`config.mk`:
```
export PLATFORM = sky130hd
export DESIGN_NAME = interrupt_sequencer_flat
export DESIGN_NICKNAME = d
export VERILOG_FILES = /design/src/rtl/interrupt_sequencer_pkg.sv /design/src/rtl/interrupt_sequencer_if.sv /design/src/rtl/interrupt_sequencer_nmi_edge_detect.sv /design/src/rtl/interrupt_sequencer.sv /design/src/flat_wrapper.sv
export SDC_FILE = /design/constraint.sdc
export NUM_CORES = 1
export LEC_CHECK = 0
export CAP_MARGIN = 20
export CORE_MARGIN = 2
export CORE_UTILIZATION = 30
export CTS_BUF_LIST = sky130_fd_sc_hd__clkbuf_4 sky130_fd_sc_hd__clkbuf_8
export DETAILED_ROUTE_END_ITERATION = 10
export DONT_BUFFER_PORTS = 1
export GPL_ROUTABILITY_DRIVEN = 0
export GPL_TIMING_DRIVEN = 0
export PLACE_DENSITY = 0.55
export SYNTH_ARGS = -nofsm -noshare
export SYNTH_HDL_FRONTEND = slang
export SYNTH_SLANG_ARGS = --single-unit
export TNS_END_PERCENT = 100
```
`constraint.sdc`:
```
create_clock -name clk -period 3.15 [get_ports clk]
set_input_delay 0.945 -clock clk [delete_from_list [all_inputs] [get_ports clk]]
set_output_delay 0.945 -clock clk [all_outputs]
set_load 0.05 [all_outputs]
```
`src/rtl/interrupt_sequencer_pkg.sv`:
```
// Shared types and constants for the 8227 interrupt/reset entry sequencer.
package int_seq_pkg;

  typedef enum logic [1:0] {IDLE, SEQ, DONE} seqState_t;

  typedef enum logic [1:0] {SRC_RST, SRC_NMI, SRC_BRK, SRC_IRQ} seqSrc_t;

  localparam logic [1:0] PUSH_PCH = 2'd0;
  localparam logic [1:0] PUSH_PCL = 2'd1;
  localparam logic [1:0] PUSH_P   = 2'd2;

  localparam logic [7:0] DEF_NMI_VEC_LO = 8'hFA;
  localparam logic [7:0] DEF_RST_VEC_LO = 8'hFC;
  localparam logic [7:0] DEF_IRQ_VEC_LO = 8'hFE;

  localparam logic [2:0] LAST_PUSH_STEP = 3'd4;
  localparam logic [2:0] FETCH_LO_STEP  = 3'd5;
  localparam logic [2:0] FETCH_HI_STEP  = 3'd6;

  function automatic logic isPushStep(input logic [2:0] step);
    return (step >= 3'd2) && (step <= 3'd4);
  endfunction

endpackage

```
`src/rtl/interrupt_sequencer_if.sv`:
```
// Pin/decoder inputs and per-cycle datapath strobes of the interrupt sequencer.
interface interrupt_sequencer_if;
  logic       nonMaskableInterrupt;
  logic       interruptRequest;
  logic       instrBoundary;
  logic       breakDecoded;
  logic       iFlag;
  logic       seqActive;
  logic [2:0] seqStep;
  logic       stackWrite;
  logic       stackDecOnly;
  logic [1:0] pushSel;
  logic       pushBreakBit;
  logic [7:0] vectorAddrLow;
  logic [1:0] vectorFetch;
  logic       setIFlag;
  logic       seqDone;

  modport master (
    input  nonMaskableInterrupt, interruptRequest, instrBoundary, breakDecoded, iFlag,
    output seqActive, seqStep, stackWrite, stackDecOnly, pushSel, pushBreakBit,
           vectorAddrLow, vectorFetch, setIFlag, seqDone
  );

  modport slave (
    output nonMaskableInterrupt, interruptRequest, instrBoundary, breakDecoded, iFlag,
    input  seqActive, seqStep, stackWrite, stackDecOnly, pushSel, pushBreakBit,
           vectorAddrLow, vectorFetch, setIFlag, seqDone
  );
endinterface

```
`src/rtl/interrupt_sequencer_nmi_edge_detect.sv`:
```
// NMI pin synchronizer, 0->1 edge detector and sticky pending flag.
module nmi_edge_detect #(
  parameter int SYNC_STAGES = 2
) (
  input  logic clk,
  input  logic nrst,
  input  logic pin,
  input  logic clr,
  output logic pending
);

  logic [SYNC_STAGES-1:0] syncQ;
  logic                   prevQ;
  logic                   rise;

  assign rise = syncQ[SYNC_STAGES-1] & ~prevQ;

  // A fresh edge in the same cycle as a clear wins, so it is not lost.
  always_ff @(posedge clk or negedge nrst) begin
    if (!nrst) begin
      syncQ   <= '0;
      prevQ   <= 1'b0;
      pending <= 1'b0;
    end else begin
      syncQ[0] <= pin;
      for (int i = 1; i < SYNC_STAGES; i++) syncQ[i] <= syncQ[i-1];
      prevQ   <= syncQ[SYNC_STAGES-1];
      pending <= rise | (pending & ~clr);
    end
  end

endmodule

```
`src/rtl/interrupt_sequencer.sv`:
```
// Reset/NMI/IRQ/BRK entry sequencer: 7-step stack push and vector fetch that redirects the PC.
module interrupt_sequencer
  import int_seq_pkg::*;
#(
  parameter int         SYNC_STAGES = 2,
  parameter logic [7:0] NMI_VEC_LO  = DEF_NMI_VEC_LO,
  parameter logic [7:0] RST_VEC_LO  = DEF_RST_VEC_LO,
  parameter logic [7:0] IRQ_VEC_LO  = DEF_IRQ_VEC_LO
) (
  input  logic                  clk,
  input  logic                  nrst,
  interrupt_sequencer_if.master bus
);

  seqState_t state, stateNxt;
  seqSrc_t   src, srcNxt;
  logic [2:0] step, stepNxt;
  logic [7:0] vecLo, vecLoNxt;
  logic       rstPending, rstPendingNxt;
  logic [SYNC_STAGES-1:0] irqSync;
  logic       nmiPending, nmiClr;

  logic       seqActive, stackWrite, stackDecOnly, pushBreakBit, setIFlag, seqDone;
  logic [2:0] seqStep;
  logic [1:0] pushSel, vectorFetch;
  logic [7:0] vectorAddrLow;

  nmi_edge_detect #(.SYNC_STAGES(SYNC_STAGES)) uNmi (
    .clk     (clk),
    .nrst    (nrst),
    .pin     (bus.nonMaskableInterrupt),
    .clr     (nmiClr),
    .pending (nmiPending)
  );

  always_ff @(posedge clk or negedge nrst) begin
    if (!nrst) begin
      state      <= IDLE;
      src        <= SRC_RST;
      step       <= 3'd0;
      vecLo      <= RST_VEC_LO;
      rstPending <= 1'b1;
      irqSync    <= '0;
    end else begin
      state      <= stateNxt;
      src        <= srcNxt;
      step       <= stepNxt;
      vecLo      <= vecLoNxt;
      rstPending <= rstPendingNxt;
      irqSync[0] <= bus.interruptRequest;
      for (int i = 1; i < SYNC_STAGES; i++) irqSync[i] <= irqSync[i-1];
    end
  end

  always_comb begin
    stateNxt      = state;
    srcNxt        = src;
    stepNxt       = step;
    vecLoNxt      = vecLo;
    rstPendingNxt = rstPending;
    nmiClr        = 1'b0;
    seqActive     = 1'b0;
    seqStep       = 3'd0;
    stackWrite    = 1'b0;
    stackDecOnly  = 1'b0;
    pushSel       = PUSH_PCH;
    pushBreakBit  = 1'b0;
    vectorAddrLow = 8'h00;
    vectorFetch   = 2'b00;
    setIFlag      = 1'b0;
    seqDone       = 1'b0;

    unique case (state)
      IDLE: begin
        // Reset entry does not wait for an instruction boundary.
        if (rstPending) begin
          stateNxt      = SEQ;
          stepNxt       = 3'd0;
          srcNxt        = SRC_RST;
          vecLoNxt      = RST_VEC_LO;
          rstPendingNxt = 1'b0;
        end else if (bus.instrBoundary) begin
          if (nmiPending) begin
            stateNxt = SEQ;
            stepNxt  = 3'd0;
            srcNxt   = SRC_NMI;
            vecLoNxt = NMI_VEC_LO;
          end else if (bus.breakDecoded) begin
            stateNxt = SEQ;
            stepNxt  = 3'd0;
            srcNxt   = SRC_BRK;
            vecLoNxt = IRQ_VEC_LO;
          end else if (irqSync[SYNC_STAGES-1] && !bus.iFlag) begin
            stateNxt = SEQ;
            stepNxt  = 3'd0;
            srcNxt   = SRC_IRQ;
            vecLoNxt = IRQ_VEC_LO;
          end
        end
      end

      SEQ: begin
        seqActive = 1'b1;
        seqStep   = step;
        if (isPushStep(step)) begin
          stackWrite   = (src != SRC_RST);
          stackDecOnly = (src == SRC_RST);
          pushSel      = step[1:0] - 2'd2;
          pushBreakBit = (step == LAST_PUSH_STEP) && (src == SRC_BRK);
        end
        // Last chance for an NMI to hijack IRQ/BRK; pending clears as step 5 is entered.
        if (step == LAST_PUSH_STEP && (src == SRC_NMI || (src != SRC_RST && nmiPending))) begin
          vecLoNxt = NMI_VEC_LO;
          nmiClr   = 1'b1;
        end
        if (step == FETCH_LO_STEP) begin
          vectorAddrLow = vecLo;
          vectorFetch   = 2'b01;
          setIFlag      = 1'b1;
        end
        if (step == FETCH_HI_STEP) begin
          vectorAddrLow = vecLo + 8'd1;
          vectorFetch   = 2'b10;
          stateNxt      = DONE;
          stepNxt       = 3'd0;
        end else begin
          stepNxt = step + 3'd1;
        end
      end

      DONE: begin
        seqDone  = 1'b1;
        stateNxt = IDLE;
      end

      default: stateNxt = IDLE;
    endcase
  end

  assign bus.seqActive     = seqActive;
  assign bus.seqStep       = seqStep;
  assign bus.stackWrite    = stackWrite;
  assign bus.stackDecOnly  = stackDecOnly;
  assign bus.pushSel       = pushSel;
  assign bus.pushBreakBit  = pushBreakBit;
  assign bus.vectorAddrLow = vectorAddrLow;
  assign bus.vectorFetch   = vectorFetch;
  assign bus.setIFlag      = setIFlag;
  assign bus.seqDone       = seqDone;

endmodule

```
`src/flat_wrapper.sv`:
```
// flat-port wrapper written by rule: the top's interface ports become plain ports
module interrupt_sequencer_flat import int_seq_pkg::*;
#(
  parameter int         SYNC_STAGES = 2,
  parameter logic [7:0] NMI_VEC_LO  = DEF_NMI_VEC_LO,
  parameter logic [7:0] RST_VEC_LO  = DEF_RST_VEC_LO,
  parameter logic [7:0] IRQ_VEC_LO  = DEF_IRQ_VEC_LO
)
  (clk, nrst, bus_nonMaskableInterrupt, bus_interruptRequest, bus_instrBoundary, bus_breakDecoded, bus_iFlag, bus_seqActive, bus_seqStep, bus_stackWrite, bus_stackDecOnly, bus_pushSel, bus_pushBreakBit, bus_vectorAddrLow, bus_vectorFetch, bus_setIFlag, bus_seqDone);
  interrupt_sequencer_if bus_i ();
  input  logic clk;
  input  logic nrst;
  input wire logic [$bits(bus_i.nonMaskableInterrupt)-1:0] bus_nonMaskableInterrupt;
  input wire logic [$bits(bus_i.interruptRequest)-1:0] bus_interruptRequest;
  input wire logic [$bits(bus_i.instrBoundary)-1:0] bus_instrBoundary;
  input wire logic [$bits(bus_i.breakDecoded)-1:0] bus_breakDecoded;
  input wire logic [$bits(bus_i.iFlag)-1:0] bus_iFlag;
  output wire logic [$bits(bus_i.seqActive)-1:0] bus_seqActive;
  output wire logic [$bits(bus_i.seqStep)-1:0] bus_seqStep;
  output wire logic [$bits(bus_i.stackWrite)-1:0] bus_stackWrite;
  output wire logic [$bits(bus_i.stackDecOnly)-1:0] bus_stackDecOnly;
  output wire logic [$bits(bus_i.pushSel)-1:0] bus_pushSel;
  output wire logic [$bits(bus_i.pushBreakBit)-1:0] bus_pushBreakBit;
  output wire logic [$bits(bus_i.vectorAddrLow)-1:0] bus_vectorAddrLow;
  output wire logic [$bits(bus_i.vectorFetch)-1:0] bus_vectorFetch;
  output wire logic [$bits(bus_i.setIFlag)-1:0] bus_setIFlag;
  output wire logic [$bits(bus_i.seqDone)-1:0] bus_seqDone;
  assign bus_i.nonMaskableInterrupt = bus_nonMaskableInterrupt;
  assign bus_i.interruptRequest = bus_interruptRequest;
  assign bus_i.instrBoundary = bus_instrBoundary;
  assign bus_i.breakDecoded = bus_breakDecoded;
  assign bus_i.iFlag = bus_iFlag;
  assign bus_seqActive = bus_i.seqActive;
  assign bus_seqStep = bus_i.seqStep;
  assign bus_stackWrite = bus_i.stackWrite;
  assign bus_stackDecOnly = bus_i.stackDecOnly;
  assign bus_pushSel = bus_i.pushSel;
  assign bus_pushBreakBit = bus_i.pushBreakBit;
  assign bus_vectorAddrLow = bus_i.vectorAddrLow;
  assign bus_vectorFetch = bus_i.vectorFetch;
  assign bus_setIFlag = bus_i.setIFlag;
  assign bus_seqDone = bus_i.seqDone;
  interrupt_sequencer #(.SYNC_STAGES(SYNC_STAGES), .NMI_VEC_LO(NMI_VEC_LO), .RST_VEC_LO(RST_VEC_LO), .IRQ_VEC_LO(IRQ_VEC_LO)) u_core (.clk(clk), .nrst(nrst), .bus(bus_i));
endmodule
```
Word level (Yosys, flattened, before mapping) --
Cells that the tools add are included.
Storage, ports and cells: output and inout port bits 21, bits of input ports 7, register bits after elaboration 22
Cells by class: bitwise operators 5, multiplexer cells 47, magnitude comparators 2, eq/ne operators 11, add/subtract/negate cells 3, reduce and logical (&&, ||, !) cells 17
Operator list (count):
- $mux W8 | 9
- $mux W2 | 15
- $mux W3 | 7
- $pmux W8 S2 | 1
- $mux W1 | 13
- $eq A3 B3 Y1 const B | 3
- $reduce_and A3 Y1 | 3
- $add A8 B1 Y8 const B | 1
- $pmux W3 S2 | 1
- $reduce_bool A2 Y1 | 3
- $logic_and A1 B1 Y1 | 5
- $ne A5 B3 Y1 const B | 1
- $eq A2 B1 Y1 const B | 2
- $eq A2 B2 Y1 const B | 2
- $logic_not A2 Y1 | 2
- $ne A2 B1 Y1 const B | 2
- $pmux W2 S2 | 1
- $reduce_and A4 Y1 | 1
- $reduce_bool A4 Y1 | 1
- $add A3 B1 Y3 const B | 1
- $ge A3 B2 Y1 const B | 1
- $le A3 B3 Y1 const B | 1
- $ne A3 B2 Y1 const B | 1
- $and A1 B1 Y1 | 2
- other kinds (5) | 6

Longest topological paths before layout --
Gate-level depths: netlist of run 1.
depth in word-level cells 9, depth in mapped cells 5, gate-level depth less buffers 4

Hierarchy --
From an unflattened synthesis of run 1, not the netlist that was laid out.
Unflattened totals: cells, all modules 90, area, all modules 892.1 µm²
By module, submodules not included:
- interrupt_sequencer | times used 1, area an instance 772.0 µm², sequential area each 302.8 µm², cells an instance 83
- nmi_edge_detect | times used 1, area an instance 120.1 µm², sequential area each 100.1 µm², cells an instance 7

Worst setup path before layout of run 1 --
Ideal clock, no wire load.
kind register to output, start register u_core.state[0], end output bus_stackDecOnly, cell stages (with the launch flop) 6, arrival 2.349 ns, path buffers 2, path slack -0.144 ns, cell sequence dfrtp_1 > buf_4 > nor2b_1 > clkbuf_1 > nand2_1 > nor3_1
Between the ends: longest elaborated chain between the ends 2
Ends and longest elaborated chain:
- from (decl) | line interrupt_sequencer.sv:15 | seqState_t state, stateNxt;
- from (signal assigned) | line interrupt_sequencer.sv:45 | state <= stateNxt;
- $eq A2 B1 Y1 | line interrupt_sequencer.sv:73 | unique case (state)
- $mux W1 | line interrupt_sequencer.sv:73
- to (decl) | line flat_wrapper.sv:21 | output wire logic [$bits(bus_i.stackDecOnly)-1:0] bus_stackDecOnly;
Every way passes these cells.

Worst setup path in the final report of run 1 --
start register u_core.step[0], end output bus_pushBreakBit
Between the ends: longest elaborated chain between the ends 4, elaborated cells between the ends (all ways) 7
Ends and longest elaborated chain:
- from (decl) | line interrupt_sequencer.sv:17 | logic [2:0] step, stepNxt;
- from (signal assigned) | line interrupt_sequencer.sv:47 | step <= stepNxt;
- $ge A3 B2 Y1, or another cell as far along | line interrupt_sequencer_pkg.sv:21 | return (step >= 3'd2) && (step <= 3'd4);
- $logic_and A1 B1 Y1, on equally long branches | line interrupt_sequencer_pkg.sv:21, interrupt_sequencer.sv:109
- $mux W1 (*) | line interrupt_sequencer.sv:105 | if (isPushStep(step)) begin
- $mux W1 (*) | line interrupt_sequencer.sv:73
- to (decl) | line flat_wrapper.sv:23 | output wire logic [$bits(bus_i.pushBreakBit)-1:0] bus_pushBreakBit;
Mark *: on every way between the ends. The rest lies on a longest branch, timed or not.

==> metrics.md, run 1 <==
| Metric | Value |
|---|---|
| Outcome | complete, no violations |
| Path category of the worst min-delay check | input pin to async pin |
| Clock sink total | 16 |
| Count of buffers added by post-CTS timing repair for setup | 0 |
| Setup repair after global routing missed its margin | false |
| Maximum Capacitance Violations | 0 |
| Placed cell count | between 100 and 150 |
| Final hold violations | 0 |
| Avg WL per Cell | around 13 um |
| Layout Area Growth over Synthesis | 15.28% |
| Largest net degree at the start of global routing | 17 |
| Syn. warnings | 0 |
| Count of port buffers added during placement | 0 |
| First-pass iteration count of the detailed router | 4 |
| Classification of the worst setup path | register to primary output |
| Remaining routing DRC violations | 0 |
| Via count | about 570 |
| Sort of element at the start of the critical path | register |
| Via count of the first global-routing pass | approximately 590 |
| Post-route setup slack | between 0.1 and 0.15 ns |
| Overflow left after global routing | 0 |
| H-tree depth | 1 |
| Required time of the critical path | 2.20 ns |
| Peak per-stage delay on the critical path | a little under 0.6 ns |
| Die Y-Extent | between 50 and 60 um |
| Final Slew Violations | 0 |
| All-layer global routing usage | a little over 10% |
| CP Cell Sequence | clkbuf_1, nor3_4, and3b_1 |
| Largest driver fanout on the critical path | 10 |
| Final Critical Period | between 3 and 4 ns |
| Clock tree skew after final layout | 0.01225 ns |
| Clock transition at path regs | around 0.11 ns |
| Worst endpoint data arrival time | about 2.1 ns |
| Highest clock rate | 0.3307 GHz |
| Total of endpoints with negative setup slack in the final report | 0 |
| Clock tree from TritonCTS | done |
| Core area | about 2700 um2 |
| Antenna violations before repair | 0 |
| Synth Net Count | 92 |
| Total Nets Final | roughly 100 |
| Diode insertion count for antenna repair | 0 |
| Fraction of final layout cells with drive strength greater than 1 | around a third |
| CTS max path bufs | 2 |
| TritonCTS buffer count | 3 |
| Root Buffer | sky130_fd_sc_hd__clkbuf_4 |
| Detailed placement HPWL | ~1.1 mm |
| Critical Path Sink Type | primary output |
| Floorplan die area | ~3200 um2 |
| Asr flop ratio synth | 100.0% |
| Sequential-to-total area share from yosys stat | just under 50% |
| Post-synthesis instance total | 85 |
| Post-route insts no fill | between 100 and 150 |
| Post-synth EDFFs | 0 |
| Slew of the pin with the lowest slew margin | 0.8887 ns |
| Width of the die | about 57 um |
| Flop and latch count out of synthesis | 16 |
| Top-Level Pins | 28 |
| Netlist cell types | 26 |
| Final wirelength | about 1.5 mm |
| Via-per-instance ratio | 4.736 |
| Placement row count | 19 |
| Cell area after technology mapping | about 830 um2 |
| Clock network latency to the later pin of the worst-skew pair | a little under 0.3 ns |
| Number of fillers in the final layout | 284 |
| Max-slew headroom | between 40% and 50% |
| Iteration-0 DRC count of the detailed router | 8 |
| Wire length of the first global-routing pass | about 2.6 mm |
| Mean instance size in the synthesized netlist | between 9 and 10 um2 |
| Highest-delay cell along the critical path | sky130_fd_sc_hd__nor3_4 |
| Effective utilization at floorplan | 30.79% |
| Final worst path period share | between 90 and 100% |
| DRT antenna net count | 0 |
| Post-Place Worst Slack | -0.06806 ns |
| Main flop type after synthesis | sky130_fd_sc_hd__dfrtp_1 |
[path summary, 6_finish.rpt]
check                                          start  slack (ns)                    to  depth (start not counted)
worst max-delay path                  u_core.step[0]        0.13      bus_pushBreakBit                          3
worst min-delay path                            nrst        0.33        u_core.step[2]                          0
worst max register to register        u_core.step[0]        1.41   u_core.uNmi.pending                          4
worst min register to register  u_core.uNmi.syncQ[0]        0.36  u_core.uNmi.syncQ[1]                          0
max in group asynchronous                       nrst        2.63       u_core.vecLo[2]                          0
min in group clk                u_core.uNmi.syncQ[0]        0.36  u_core.uNmi.syncQ[1]                          0
[cell usage in the layout (no fill, tap or decap), types with 2 or more instances in the layout]
master,count
sky130_fd_sc_hd__dfrtp_1,14
sky130_fd_sc_hd__buf_4,7
sky130_fd_sc_hd__nor2_1,7
sky130_fd_sc_hd__inv_1,6
sky130_fd_sc_hd__nand2_1,6
sky130_fd_sc_hd__nor2_2,4
sky130_fd_sc_hd__o21ai_0,4
sky130_fd_sc_hd__a22o_1,4
sky130_fd_sc_hd__nor2b_1,3
sky130_fd_sc_hd__a21oi_1,3
sky130_fd_sc_hd__clkbuf_4,3
sky130_fd_sc_hd__clkbuf_1,2
sky130_fd_sc_hd__and2_2,2
sky130_fd_sc_hd__and2_1,2
sky130_fd_sc_hd__nor3_4,2
sky130_fd_sc_hd__mux2i_1,2
sky130_fd_sc_hd__mux2_2,2
sky130_fd_sc_hd__dfstp_2,2
[synth_stat cells, types with 3 or more instances]
library cell | instances | area (um2)
sky130_fd_sc_hd__inv_1 | 6 | 22.52
sky130_fd_sc_hd__nor3_1 | 3 | 15.01
sky130_fd_sc_hd__o21ai_0 | 4 | 20.02
sky130_fd_sc_hd__and2_1 | 4 | 25.02
sky130_fd_sc_hd__nor2_1 | 12 | 45.04
sky130_fd_sc_hd__a21oi_1 | 3 | 15.01
sky130_fd_sc_hd__a22o_1 | 4 | 35.03
sky130_fd_sc_hd__buf_4 | 6 | 45.04
sky130_fd_sc_hd__nand2_1 | 6 | 22.52
sky130_fd_sc_hd__clkbuf_1 | 3 | 11.26
sky130_fd_sc_hd__dfrtp_1 | 14 | 350.3
sky130_fd_sc_hd__nor2b_1 | 3 | 18.77
[through the flow]
step	cell area, um2	util [%]	TNS, ns	hold slack (ns)
after CTS	950.9	35.40	0	0.3216
after global placement	875.8	32.60	-0.04170	0.3341
final	953.4	35.49	0	0.3322
after floorplan	837.1	-	0	0.3312
after global routing	953.4	35.49	0	0.3177
after detailed placement	883.3	32.88	-0.06806	0.3380
[kinds of logic (layout without fill, tap and decap cells)]
family | Yosys count | count (layout) | synth area share [%]
buf+inv | 15 | 20 | 9.530
simple gates | 34 | 34 | 22.69
mux | 4 | 4 | 5.144
xor+xnor | 1 | 1 | 1.059
flops | 16 | 16 | 48.71
compound gates | 15 | 15 | 12.86
[layer usage]
layer	share of wire (%)	wire [um]	track usage (%)	vias up
met2	46	699	17.28	19
met1	47	711	13.30	265
met3	6.3	96	1.843	2
li1	-	-	-	287
met5	0	0	0	-
met4	0.66	10	4.082	0
[registers in the layout, indices dropped and copies added, names as in the netlist]
| name | cells |
|---|---|
| u_core.uNmi.syncQ | 2 |
| u_core.irqSync | 2 |
| u_core.state | 2 |
| u_core.uNmi.pending | 1 |
| u_core.uNmi.prevQ | 1 |
| u_core.step | 3 |
| u_core.src | 2 |
| u_core.rstPending | 1 |
| u_core.vecLo | 2 |
[final cells by class]
cell class	instances	area [um2]	area share (%)
Clock buffer	4	36.28	3.806
Multi-Input combinational cell	54	387.9	40.68
Timing Repair Buffer	1	7.507	0.7874
Inverter	6	22.52	2.362
Sequential cell	16	402.9	42.26
Buffer	9	57.56	6.037
Tap cell	31	38.79	4.068
[worst max-delay path, delay by kind of cell (launching register included)]
kind                   cells  cell delay, ns
flip-flops                 1            0.40
AND/OR/NAND/NOR            2            1.16
buffers and inverters      1            0.24
[what timing repair did]
| action | CTS | global route |
|---|---|---|
| hold endpoints to repair | 0 | 0 |
| gates resized for setup | 9 | 2 |
| hold buffers | 0 | 0 |
| endpoints found under the setup margin | 12 | 2 |
Power of run 1 is left out: the tool's default activity adds up to more than one toggle a clock period on the data nets, which glitch-free logic cannot reach.
==> run 2: changes to the inputs <==
- CELL_PAD_IN_SITES_DETAIL_PLACEMENT: not set -> 0
- CELL_PAD_IN_SITES_GLOBAL_PLACEMENT: not set -> 2
- PLACE_DENSITY: 0.55 -> 0.77
- RECOVER_POWER: not set -> 100
==> metrics.md, run 2 (synthesis gave the netlist of run 1 again) <==
| Metric | Value |
|---|---|
| Outcome | complete, no violations |
| Overflow left after global routing | 0 |
| Max reg flops | 3 |
| Via count of the first global-routing pass | 559 |
| TritonCTS buffer count | 3 |
| Clock tree from TritonCTS | done |
| Layout Area Growth over Synthesis | 11.95% |
| Diode insertion count for antenna repair | 0 |
| Final wirelength | 1.554 mm |
| Reg-to-reg critical path startpoint | u_core.step[0] |
| Clock transition at path regs | 0.09 ns |
| Crit path max-delay family | simple AND/OR/NAND/NOR gates |
| Largest driver fanout on the critical path | 10 |
| Total of endpoints with negative setup slack in the final report | 0 |
| H-tree depth | 1 |
| Clock tree skew after final layout | around 0.0015 ns |
| Die Y-Extent | around 57 um |
| Wire length of the first global-routing pass | 2.697 mm |
| Clock network latency to the later pin of the worst-skew pair | approximately 0.28 ns |
| Minimum setup slack among reg-to-reg paths | around 1.4 ns |
| Register name with the most flops | u_core.step |
| Detailed placement HPWL | about 1.2 mm |
| Largest net degree at the start of global routing | 17 |
| Floorplan die area | between 3000 and 4000 um2 |
| Final Slew Violations | 0 |
| Antenna violations before repair | 0 |
| Final Critical Period | 3.019 ns |
| Root Buffer | sky130_fd_sc_hd__clkbuf_4 |
| Critical Path Sink Type | primary output |
| Final hold violations | 0 |
| Required time of the critical path | roughly 2.2 ns |
| CTS max path bufs | 2 |
| Avg WL per Cell | ~13 um |
| Buffering stage count on the worst path with inverters included | 1 |
| Total area of multi-input combinational cells | between 300 and 400 um2 |
| Max-slew headroom | 39.83% |
| Total Nets Final | 98 |
| Via-per-instance ratio | 4.802 |
| Classification of the worst setup path | register to primary output |
| Via count | 581 |
| Final worst path period share | between 90 and 100% |
| First-pass iteration count of the detailed router | 4 |
| Worst endpoint data arrival time | a little over 2 ns |
| Number of cell instances on the worst register-to-register path | 4 |
| Setup repair after global routing missed its margin | false |
| Core area | about 2700 um2 |
| CP Cell Sequence | clkbuf_1, nor3_4, and3b_1 |
| Final design area excluding fillers | slightly above 900 um2 |
| Number of fillers in the final layout | slightly below 300 |
| Effective utilization at floorplan | around 31% |
| FF-to-FF End | u_core.uNmi.pending |
| DRT antenna net count | 0 |
| Path category of the worst min-delay check | input pin to async pin |
| All-layer global routing usage | 10.71% |
| Clock sink total | 16 |
| Highest clock rate | between 0.3 and 0.4 GHz |
| Remaining routing DRC violations | 0 |
| Top-Level Pins | 28 |
| Fraction of final layout cells with drive strength greater than 1 | a little under 30% |
| Slew of the pin with the lowest slew margin | approximately 0.9 ns |
| Top library cells by usage in the layout, fill and taps aside | sky130_fd_sc_hd__dfrtp_1, sky130_fd_sc_hd__clkbuf_2, sky130_fd_sc_hd__nor2_1 |
| Register area | 402.9 um2 |
| Placement row count | 19 |
| Highest-delay cell along the critical path | sky130_fd_sc_hd__nor3_4 |
| Placement-stage cell area | about 880 um2 |
| Count of port buffers added during placement | 0 |
| Sort of element at the start of the critical path | register |
| Iteration-0 DRC count of the detailed router | 10 |
| Width of the die | around 57 um |
| Peak per-stage delay on the critical path | slightly above 0.6 ns |
| Maximum Capacitance Violations | 0 |
| Most common cell after layout, fill and taps aside | sky130_fd_sc_hd__dfrtp_1 |
[run 2: worst reg2reg max path, delay by kind of cell, from the launching register on]
family,cells,cell delay [ns]
AOI/OAI and AO/OA,2,0.47
buffers and inverters,1,0.24
DFF,1,0.38
and+or+nand+nor,1,0.61
[run 2: final cells by class]
type / instances / area share, %
Clock buffer: 4 / 3.919
Tap cell: 31 / 4.189
Timing Repair Buffer: 1 / 0.5405
Multi-Input combinational cell: 54 / 40.54
Buffer: 9 / 4.865
Inverter: 6 / 2.432
Sequential cell: 16 / 43.51
[run 2: what timing repair did]
action                                  CTS  global route
buffers inserted                          0             0
gates resized for setup                   9             2
pin swaps                                 0             0
hold buffers                              0             0
endpoints found under the setup margin   12             2
[run 2: worst max-delay path by stage]
stage,depth (start not counted),start,slack (ns),endpoint
floorplan,4,u_core.step[0],0.12,bus_vectorAddrLow[2]
global placement,4,u_core.step[0],-0.04,bus_vectorAddrLow[2]
detailed placement,4,u_core.step[0],-0.08,bus_vectorAddrLow[2]
CTS,4,u_core.step[0],0.07,bus_vectorAddrLow[2]
global route,5,u_core.step[1],0.02,bus_stackWrite
finish,3,u_core.step[0],0.13,bus_pushBreakBit
[run 2: per-stage QoR]
| stage | setup slack [ns] | hold WS (ns) | instances | TNS, ns | utilization (%) |
|---|---|---|---|---|---|
| after floorplan | 0.1165 | 0.3312 | 85 | 0 | - |
| after global placement | -0.03992 | 0.3381 | 116 | -0.06502 | 32.60 |
| after detailed placement | -0.07655 | 0.3395 | 117 | -0.08718 | 32.88 |
| after CTS | 0.07072 | 0.3361 | 121 | 0 | 35.40 |
| after global routing | 0.01539 | 0.3193 | 121 | 0 | 34.47 |
| final | 0.1313 | 0.3476 | 121 | 0 | 34.47 |
[run 2: routing by layer]
layer | GRT usage [%] | up-vias | wire length [um]
met1 | 14.12 | 278 | 710
met5 | 0 | - | 0
met2 | 17.11 | 13 | 745
met4 | 3.061 | 0 | 0
met3 | 2.995 | 0 | 98
li1 | - | 290 | -
Power of run 2 is left out for the same reason.
==> run 3: changes to the inputs <==
- SLEW_MARGIN: not set -> 5
==> metrics.md, run 3 (synthesis gave the netlist of run 1 again) <==
| Metric | Value |
|---|---|
| Width of the die | between 50 and 60 um |
| Number of fillers in the final layout | 290 |
| Final hold violations | 0 |
| Overflow left after global routing | 0 |
| Clock tree skew after final layout | roughly 0.0042 ns |
| Effective utilization at floorplan | 30.79% |
| Max reg flops | 3 |
| Count of port buffers added during placement | 0 |
| Slew of the pin with the lowest slew margin | 0.9048 ns |
| Worst endpoint data arrival time | 2.07 ns |
| Total of endpoints with negative setup slack in the final report | 0 |
| Clock transition at path regs | around 0.09 ns |
| Beginning of the critical path | u_core.step[0] |
| Post-route setup slack | between 0.1 and 0.15 ns |
| Antenna violations before repair | 0 |
| Post-Place Worst Slack | -0.08681 ns |
| Minimum setup slack among reg-to-reg paths | ~1.4 ns |
| DRT antenna net count | 0 |
| Required time of the critical path | approximately 2.2 ns |
| Fraction of final layout cells with drive strength greater than 1 | 30.34% |
| Quantity of hold-fixing buffers added after cts | 0 |
| Iteration-0 DRC count of the detailed router | 7 |
| Top-Level Pins | 28 |
| Final Critical Period | approximately 3 ns |
| Clock tree from TritonCTS | done |
| Final wirelength | around 1.5 mm |
| Detailed placement HPWL | 1.181 mm |
| Setup repair after global routing missed its margin | true |
| Total area of multi-input combinational cells | 384.1 um2 |
| Top library cells by usage in the layout, fill and taps aside | sky130_fd_sc_hd__dfrtp_1, sky130_fd_sc_hd__nor2_1, sky130_fd_sc_hd__inv_1, sky130_fd_sc_hd__nand2_1 |
| Core area | 2686 um2 |
| Path category of the worst min-delay check | input pin to async pin |
| Clock network latency to the later pin of the worst-skew pair | about 0.28 ns |
| Largest net degree at the start of global routing | 17 |
| Remaining routing DRC violations | 0 |
| Placement row count | 19 |
| H-tree depth | 1 |
| Diode insertion count for antenna repair | 0 |
| Largest driver fanout on the critical path | 10 |
| Final worst path period share | roughly 96% |
| Max-slew headroom | between 30% and 40% |
| Reg-to-reg critical path startpoint | u_core.step[0] |
| Outcome | complete, no violations |
| TritonCTS buffer count | 3 |
| Total Nets Final | slightly below 100 |
| Core occupancy in the finished layout | between 30% and 40% |
| Die Y-Extent | between 50 and 60 um |
| Critical Path Sink Type | primary output |
| Register area | slightly above 400 um2 |
| Wire length of the first global-routing pass | between 2 and 3 mm |
| FF-to-FF End | u_core.uNmi.pending |
| Most common cell after layout, fill and taps aside | sky130_fd_sc_hd__dfrtp_1 |
| Register name with the most flops | u_core.step |
| Capture point of the critical path | bus_pushBreakBit |
| Layout Area Growth over Synthesis | 12.41% |
| First-pass iteration count of the detailed router | 4 |
| Sort of element at the start of the critical path | register |
| Highest clock rate | roughly 0.33 GHz |
| Root Buffer | sky130_fd_sc_hd__clkbuf_4 |
| Via count of the first global-routing pass | 549 |
| Via-per-instance ratio | 4.825 |
| Avg WL per Cell | between 10 and 15 um |
| Floorplan die area | about 3200 um2 |
| Clock sink total | 16 |
| Via count | around 580 |
| Maximum Capacitance Violations | 0 |
| CTS max path bufs | 2 |
| Number of cell instances on the worst register-to-register path | 4 |
| All-layer global routing usage | 10.60% |
| Classification of the worst setup path | register to primary output |
| Final Slew Violations | 0 |
[run 3: cell types whose count changed in the layout (fill, tap and decap cells not counted), sizes merged]
cell    previous run  this run
clkbuf            13        11
buf                1         2
[run 3: critical path, stage by stage (launching register included)]
cell                       delay, ns
sky130_fd_sc_hd__dfrtp_1        0.38
sky130_fd_sc_hd__clkbuf_1       0.24
sky130_fd_sc_hd__nor3_4         0.60
sky130_fd_sc_hd__and3b_1        0.56
[run 3: per-stage QoR]
| step | cells | hold slack [ns] | cell area, um2 | TNS, ns |
|---|---|---|---|---|
| 6_report | 120 | 0.3480 | 929.6 | 0 |
| 3_5_place_dp | 116 | 0.3395 | 880.8 | -0.1119 |
| 4_1_cts | 120 | 0.3354 | 937.1 | -0.2422 |
| 5_1_grt | 120 | 0.3207 | 929.6 | -0.001542 |
| 2_1_floorplan | 85 | 0.3312 | 837.1 | 0 |
| 3_3_place_gp | 116 | 0.3381 | 875.8 | -0.06502 |
[run 3: worst min-delay path by stage]
stage | from | slack, ns | to | cells after the start
after global routing | nrst | 0.32 | u_core.uNmi.syncQ[0] | 0
after global placement | u_core.uNmi.syncQ[0] | 0.34 | u_core.uNmi.syncQ[1] | 0
after detailed placement | u_core.irqSync[0] | 0.34 | u_core.irqSync[1] | 0
after floorplan | u_core.irqSync[0] | 0.33 | u_core.irqSync[1] | 0
final | nrst | 0.35 | u_core.uNmi.syncQ[0] | 0
after CTS | nrst | 0.34 | u_core.uNmi.syncQ[0] | 0
[run 3: timing repair]
action,CTS,global route
buffers inserted,0,0
gates resized for setup,7,4
endpoints found under the hold margin,0,0
setup endpoints to repair,12,3
[run 3: area by class of cell]
cell class                 count  area share (%)
tap                           31           4.172
sequential                    16           43.34
clock buffer                   4           3.903
multi-input combinational     54           41.32
buffer                         9           4.845
inverter                       6           2.423
[run 3: routing by layer]
metal	global-route usage (%)	routed length (um)	up-vias
li1	-	-	287
met1	14.08	664	279
met2	16.78	767	13
met3	2.995	85	0
met4	3.061	0	0
met5	0	0	-
Power of run 3 is left out for the same reason.
